[src/rtl/register_file_pkg.sv]
// Shared datapath constants: default widths and named architectural registers.
package register_file_pkg;

    localparam int DEF_DATA_W = 32;
    localparam int DEF_ADDR_W = 5;
    localparam int DEF_NREG   = 2 ** DEF_ADDR_W;

    localparam logic [4:0] REG_ZERO = 5'd0;
    localparam logic [4:0] REG_AT   = 5'd1;
    localparam logic [4:0] REG_V0   = 5'd2;
    localparam logic [4:0] REG_T1   = 5'd9;
    localparam logic [4:0] REG_SP   = 5'd29;
    localparam logic [4:0] REG_RA   = 5'd31;

    typedef logic [DEF_DATA_W-1:0] word_t;

endpackage

[src/rtl/register_file_if.sv]
// Write-back and operand-read bundle between the datapath and the register file.
interface register_file_if #(
    parameter int DATA_W = 32,
    parameter int ADDR_W = 5
);
    logic              reg_write;
    logic [ADDR_W-1:0] waddr;
    logic [DATA_W-1:0] wdata;
    logic [ADDR_W-1:0] raddr1;
    logic [ADDR_W-1:0] raddr2;
    logic [DATA_W-1:0] rdata1;
    logic [DATA_W-1:0] rdata2;

    modport master (
        output reg_write, waddr, wdata, raddr1, raddr2,
        input  rdata1, rdata2
    );

    modport slave (
        input  reg_write, waddr, wdata, raddr1, raddr2,
        output rdata1, rdata2
    );
endinterface

[src/rtl/register_file_write_decoder.sv]
// Enabled binary-to-one-hot write decoder; entry 0 ($zero) can never be selected.
module register_file_write_decoder #(
    parameter int ADDR_W = 5
) (
    input  logic                 en_i,
    input  logic [ADDR_W-1:0]    addr_i,
    output logic [2**ADDR_W-1:0] we_o
);

    always_comb begin
        we_o         = '0;
        we_o[addr_i] = en_i;
        we_o[0]      = 1'b0;
    end

endmodule

[src/rtl/register_file.sv]
// Two-read, one-write register file; combinational reads with no write bypass.
module register_file
    import register_file_pkg::*;
#(
    parameter int DATA_W = DEF_DATA_W,
    parameter int ADDR_W = DEF_ADDR_W
) (
    input  logic          clk_i,
    input  logic          rst_n_i,
    register_file_if.slave rf
);

    localparam int NREG = 2 ** ADDR_W;

    logic [NREG-1:0]   we_vec;
    logic [DATA_W-1:0] regs_q [NREG];
    logic [DATA_W-1:0] regs_d [NREG];

    register_file_write_decoder #(
        .ADDR_W (ADDR_W)
    ) u_write_decoder (
        .en_i   (rf.reg_write),
        .addr_i (rf.waddr),
        .we_o   (we_vec)
    );

    // Entry 0 is held at zero so it reduces to a constant.
    always_comb begin
        regs_d = regs_q;
        for (int i = 1; i < NREG; i++) begin
            if (we_vec[i]) begin
                regs_d[i] = rf.wdata;
            end
        end
        regs_d[0] = '0;
    end

    always_ff @(posedge clk_i) begin
        for (int i = 0; i < NREG; i++) begin
            if (!rst_n_i) begin
                regs_q[i] <= '0;
            end else begin
                regs_q[i] <= regs_d[i];
            end
        end
    end

    assign rf.rdata1 = (rf.raddr1 == '0) ? '0 : regs_q[rf.raddr1];
    assign rf.rdata2 = (rf.raddr2 == '0) ? '0 : regs_q[rf.raddr2];

endmodule

[src/flat_wrapper.sv]
// flat-port wrapper written by rule: the top's interface ports become plain ports
module register_file_flat import register_file_pkg::*;
#(
    parameter int DATA_W = DEF_DATA_W,
    parameter int ADDR_W = DEF_ADDR_W
)
  (clk_i, rst_n_i, rf_reg_write, rf_waddr, rf_wdata, rf_raddr1, rf_raddr2, rf_rdata1, rf_rdata2);
  register_file_if #(.DATA_W(DATA_W), .ADDR_W(ADDR_W)) rf_i ();
  input  logic clk_i;
  input  logic rst_n_i;
  input wire logic [$bits(rf_i.reg_write)-1:0] rf_reg_write;
  input wire logic [$bits(rf_i.waddr)-1:0] rf_waddr;
  input wire logic [$bits(rf_i.wdata)-1:0] rf_wdata;
  input wire logic [$bits(rf_i.raddr1)-1:0] rf_raddr1;
  input wire logic [$bits(rf_i.raddr2)-1:0] rf_raddr2;
  output wire logic [$bits(rf_i.rdata1)-1:0] rf_rdata1;
  output wire logic [$bits(rf_i.rdata2)-1:0] rf_rdata2;
  assign rf_i.reg_write = rf_reg_write;
  assign rf_i.waddr = rf_waddr;
  assign rf_i.wdata = rf_wdata;
  assign rf_i.raddr1 = rf_raddr1;
  assign rf_i.raddr2 = rf_raddr2;
  assign rf_rdata1 = rf_i.rdata1;
  assign rf_rdata2 = rf_i.rdata2;
  register_file #(.DATA_W(DATA_W), .ADDR_W(ADDR_W)) u_core (.clk_i(clk_i), .rst_n_i(rst_n_i), .rf(rf_i));
endmodule
[config.mk]
export PLATFORM = sky130hd
export DESIGN_NAME = register_file_flat
export DESIGN_NICKNAME = d
export VERILOG_FILES = /design/src/rtl/register_file_pkg.sv /design/src/rtl/register_file_if.sv /design/src/rtl/register_file_write_decoder.sv /design/src/rtl/register_file.sv /design/src/flat_wrapper.sv
export SDC_FILE = /design/constraint.sdc
export NUM_CORES = 2
export LEC_CHECK = 0
export ABC_AREA = 0
export CAP_MARGIN = 20
export CORE_MARGIN = 3
export CORE_UTILIZATION = 55
export DETAILED_ROUTE_END_ITERATION = 12
export MAX_ROUTING_LAYER = met4
export PLACE_DENSITY = 0.72
export SYNTH_ARGS = -nofsm -noshare
export SYNTH_HDL_FRONTEND = slang
export SYNTH_SLANG_ARGS = --single-unit
[constraint.sdc]
create_clock -name clk_i -period 6.2 [get_ports clk_i]
set_input_delay 1.24 -clock clk_i [delete_from_list [all_inputs] [get_ports clk_i]]
set_output_delay 1.24 -clock clk_i [all_outputs]
set_load 0.05 [all_outputs]
# Word-level counts from Yosys, hierarchy flattened
# Index checks and enable logic that the tools add are counted.
# word_totals
regBits	992
latchBits	0
ram_bits	0
rom_bits	0
inputBits	50
out_inout_bits	64
word_cells	51
n_memories	0
# classes
n_addsub	0
n_mul	0
div_mod_pow	0
magnitude_cmp	4
eq_ne	0
shifts	0
muxes	10
bitwise_logic	3
n_reduce_logical	3
# op_table
cell	n
binary-select mux 32 bit (select 5 bit)	2
2-to-1 mux 32 bit	6
AND 32 bit	1
greater-or-equal comparator 6 bit, second input constant	2
inverter 5 -> 6 bit	2
logical NOT 5 bit	2
< comparator 5 x 6 -> 1 bit, second input constant	1
demux 1 bit (select 5 bit)	1
greater-or-equal comparator 5 x 1 -> 1 bit, second input constant	1
logical AND 1 bit	1
2-to-1 mux 1 bit	1

# Depth between registers and ports, before layout
# depth
word_depth	5
mapped_depth	8
mapped_depth_nobuf	4

# By module
# A second synthesis with hierarchy kept.
# unflattened
hier_cells	4686
area_unflattened_um2	53095.9
# modules_own_cells
module	n_inst	cells_per_inst	area_per_inst_um2	seq_area_each_um2
register_file	1	4638	52858.2	19859.0
register_file_write_decoder	1	48	237.7	0.0

# Worst setup path before layout
# No wires, ideal clock.
# synth_timing
path_kind	input to output
from	in rf_raddr1[0]
to	out rf_rdata1[10]
t_arrival_ns	3.423
required_ns	4.960
path_slack_ns	1.537
path_stages	8
n_path_buf	4
cell_sequence	buf_4 > buf_6 > buf_4 > buf_4 > mux2i_1 > o22ai_1 > a211oi_1 > o31ai_1
# synth_between
elab_chain_cells	5
word_cells_on_any_way	6
classes_between	mux: 4; bitwise: 1; reduce/logical: 1
# synth_rtl
element	line	rtl
start, declared	flat_wrapper.sv:14	input wire logic [$bits(rf_i.raddr1)-1:0] rf_raddr1;
inverter 5 -> 6 bit (implied by the code)	register_file.sv:48	assign rf.rdata1 = (rf.raddr1 == '0) ? '0 : regs_q[rf.raddr1];
binary-select mux 32 bit (select 5 bit)	register_file.sv:48	
2-to-1 mux 32 bit (implied by the code) (2 in series)	register_file.sv:48	
2-to-1 mux 32 bit *	register_file.sv:48	
end, declared	flat_wrapper.sv:16	output wire logic [$bits(rf_i.rdata1)-1:0] rf_rdata1;
# Every way passes the cells marked *; elsewhere a longest branch is shown, timed or not. The select of a mux whose other input is x is not followed.

# Final worst setup path
# layout_timing
from	in rf_raddr2[3]
to	out rf_rdata2[21]
# layout_between
elab_chain_cells	5
word_cells_on_any_way	6
classes_between	mux: 4; bitwise: 1; reduce/logical: 1
# layout_rtl
element	line	rtl
start, declared	flat_wrapper.sv:15	input wire logic [$bits(rf_i.raddr2)-1:0] rf_raddr2;
inverter 5 -> 6 bit (implied by the code)	register_file.sv:49	assign rf.rdata2 = (rf.raddr2 == '0) ? '0 : regs_q[rf.raddr2];
binary-select mux 32 bit (select 5 bit)	register_file.sv:49	
2-to-1 mux 32 bit (implied by the code) (2 in series)	register_file.sv:49	
2-to-1 mux 32 bit *	register_file.sv:49	
end, declared	flat_wrapper.sv:17	output wire logic [$bits(rf_i.rdata2)-1:0] rf_rdata2;
# Marks and branches as above.

==> metrics.csv <==
metric,value,unit
finalNetCount,5622,
avgSynthCellArea,9.09,µm²
finalCritPeriodShare,88.8,%
synthSimpleGateAreaFrac,15.6,%
synth_area_leader_cell,dfxtp_1,
synth_flop_cell,dfxtp_1,
yosysUniqueCellTypes,36,
synth-xor-area-share,0,%
hold_viol,0,
synthTopCellsByCount,"nand2_1 (2017), dfxtp_1 (992), a21boi_0 (823), clkbuf_1 (409), mux4_2 (384)",
overflow,0,
crit_chain,buf_4 -> and2_2 -> a22oi_1 -> o211ai_1 -> o31a_1 -> buf_4,
place_congestion,0.902,
cts_hold_buf,0,
critPathSlowestCell,and2_2,
drv_slew,0,
htreeDepth,3,
antenna_found_initial,5,
largest_reg_flops,992,
viasPerCell,6.61,
net-switching-power,3.59,mW
intPower,10.5,mW
end_kind,primary output,
fmax,0.182,GHz
status,completed,
ff2ff_setup_slack,5430,ps
max_slew_margin,19.7,%
area.growth.synth_to_final,9.54,%
ir_worst_vdd,233,µV
ios,114,
crit_path_max_incr_delay,980,ps
die_area,100000,µm²
drive_above_1_share,16.5,%
port_buffers,113,
leakagePower,18.9,nW
multi_input_area,30800,µm²
fin_setup_tns,0,ps
fp-row-count,113,
synth_mux_area_share,22.0,%
nFillCells,8013,
setup_viol,0,
ys_ff_latch,992,
yosysWarnings,0,
ys_seq_area_share,37.5,%
syn_nets,5877,
startpoint,rf_raddr2[3],
worst_path_most_repeated_cell,buf_4,
largest-register,u_core.regs_q,
synth_compound_gate_area_share,20.0,%
firstDrtPassIters,6,
drv_cap,0,
synth_async_sr_flop_share,0,%
timing.rr.end,u_core.regs_q[438]$_SDFFE_PN0P_,
drc,0,
min_period,5510,ps
routed_wirelength,186000,µm
critPathArrivalTime,4270,ps
die_y,316,µm
dpl.hpwl,108000,µm
regArea,19900,µm²
placedCellCount,6727,
cts_buffers,103,
grt_pass1_vias,44100,
drtIter0Drc,6352,
power_frac_seq,45.7,%
crit_type,in -> out,
cts.sinks,992,
cts.clk_slew.worst_paths,60,ps
start_util,55.6,%
worstPathMaxFanout,51,
post_drt_wl_per_cell,26.9,µm
reg_top3,u_core.regs_q: 992 flops,
p_comb_share,9.1,%
postCtsSetupRepairBufs,0,
synth_edf_count,0,
grt_pass1_wl,277000,µm
fin_skew,0,ps
grt_max_degree,218,
netlist_top_cells_area,"dfxtp_1 (37%), mux4_2 (16%), nand2_1 (14%)",
start_kind,primary input,
worst_slew_pin_slew,1200,ps
clk_latency,670,ps
track_usage,37.6,%
synth.most_common_cell,nand2_1,
die_w,316,µm
vias,45800,
synthCells,5827,
pwr-share-clk,45.3,%
antenna_left,0,
cp.required,4960,ps
reg2reg_depth,2,
synth_fa_ha_area_share,0,%
synth_top_family_by_area,multiplexers,
rr_startpoint,u_core.regs_q[438]$_SDFFE_PN0P_,
cts_tree,built,
hold_class,reg -> reg,
cellPowerDensity,244,nW/µm²
cts_root_buf,clkbuf_16,
post-synth-top-area-fraction,37.5,%
rsz0062_at_grt,false,
clockBufferDepth,3,
endpoint,rf_rdata2[21],
p_sw_share,25.4,%
core,95300,µm²
syn_area,53000,µm²
fin_cells,6929,
ctsResizeCount,0,
-- per-layer routing --
| layer | GRT usage (%) | vias to the layer above | wire [µm] |
|---|---|---|---|
| li1 | - | 19800 | - |
| met1 | 48.0 | 22300 | 70800 |
| met2 | 55.9 | 2935 | 82900 |
| met3 | 8.34 | 710 | 21700 |
| met4 | 20.3 | 0 | 10700 |
| met5 | - | - | 0 |
-- per-stage QoR --
step | util (%) | worst slack, ps | instance area, µm² | power [mW] | hold WS [ps]
2_1_floorplan | - | 1540 | 53000 | 7.41 | 442
3_3_place_gp | 57.0 | 792 | 54400 | 7.82 | 448
3_5_place_dp | 57.1 | 929 | 54400 | 7.84 | 456
4_1_cts | 60.8 | 943 | 57900 | 14.1 | 464
5_1_grt | 60.9 | 717 | 58000 | 14.4 | 485
6_report | 60.9 | 693 | 58000 | 14.1 | 462
-- logic make-up after synthesis --
logic type      Yosys count
flops                   992
compound gates         1408
simple gates           2146
mux                     672
buf+inv                 609
-- critical path: cells and delay by family --
| family | cells | cell delay [ps] |
|---|---|---|
| compound gates | 3 | 960 |
| simple gates | 1 | 980 |
| buf+inv | 2 | 950 |
-- placed cells by master (no fill, tap or decap), drive strengths merged, types with 35 or more instances in the layout --
cell type,instances
nand2,2017
dfxtp,992
a21boi,992
mux4,384
buf,212
mux2i,192
clkbuf,158
mux2,96
a22o,96
a22oi,64
nor2,61
and2,37
clkdlybuf4s50,35
-- cell type report --
cell class / count / area share (%)
Multi-Input combinational cell: 4226 / 53.1
Sequential cell: 992 / 34.2
Clock buffer: 158 / 5.43
Timing Repair Buffer: 247 / 3.92
Tap cell: 1265 / 2.73
Clock inverter: 34 / 0.541
Antenna cell: 5 / 0.0216
Inverter: 2 / 0.0129
-- worst min-delay path by stage --
stage,from,to,slack (ps),depth (start not counted)
floorplan,u_core.regs_q[612]$_SDFFE_PN0P_,u_core.regs_q[612]$_SDFFE_PN0P_,440,2
global placement,u_core.regs_q[633]$_SDFFE_PN0P_,u_core.regs_q[633]$_SDFFE_PN0P_,450,2
detailed placement,u_core.regs_q[626]$_SDFFE_PN0P_,u_core.regs_q[626]$_SDFFE_PN0P_,460,2
CTS,u_core.regs_q[626]$_SDFFE_PN0P_,u_core.regs_q[626]$_SDFFE_PN0P_,460,2
global route,u_core.regs_q[727]$_SDFFE_PN0P_,u_core.regs_q[727]$_SDFFE_PN0P_,480,2
finish,u_core.regs_q[626]$_SDFFE_PN0P_,u_core.regs_q[626]$_SDFFE_PN0P_,460,2
-- power by group through the flow --
stage,clock [mW],sequential (mW),combinational [mW]
floorplan,0,6.58,0.827
global placement,0,6.59,1.23
detailed placement,0,6.60,1.24
CTS,6.41,6.45,1.24
global route,6.68,6.46,1.31
finish,6.40,6.46,1.28
Note: power is estimated with default switching activity, not from simulation.
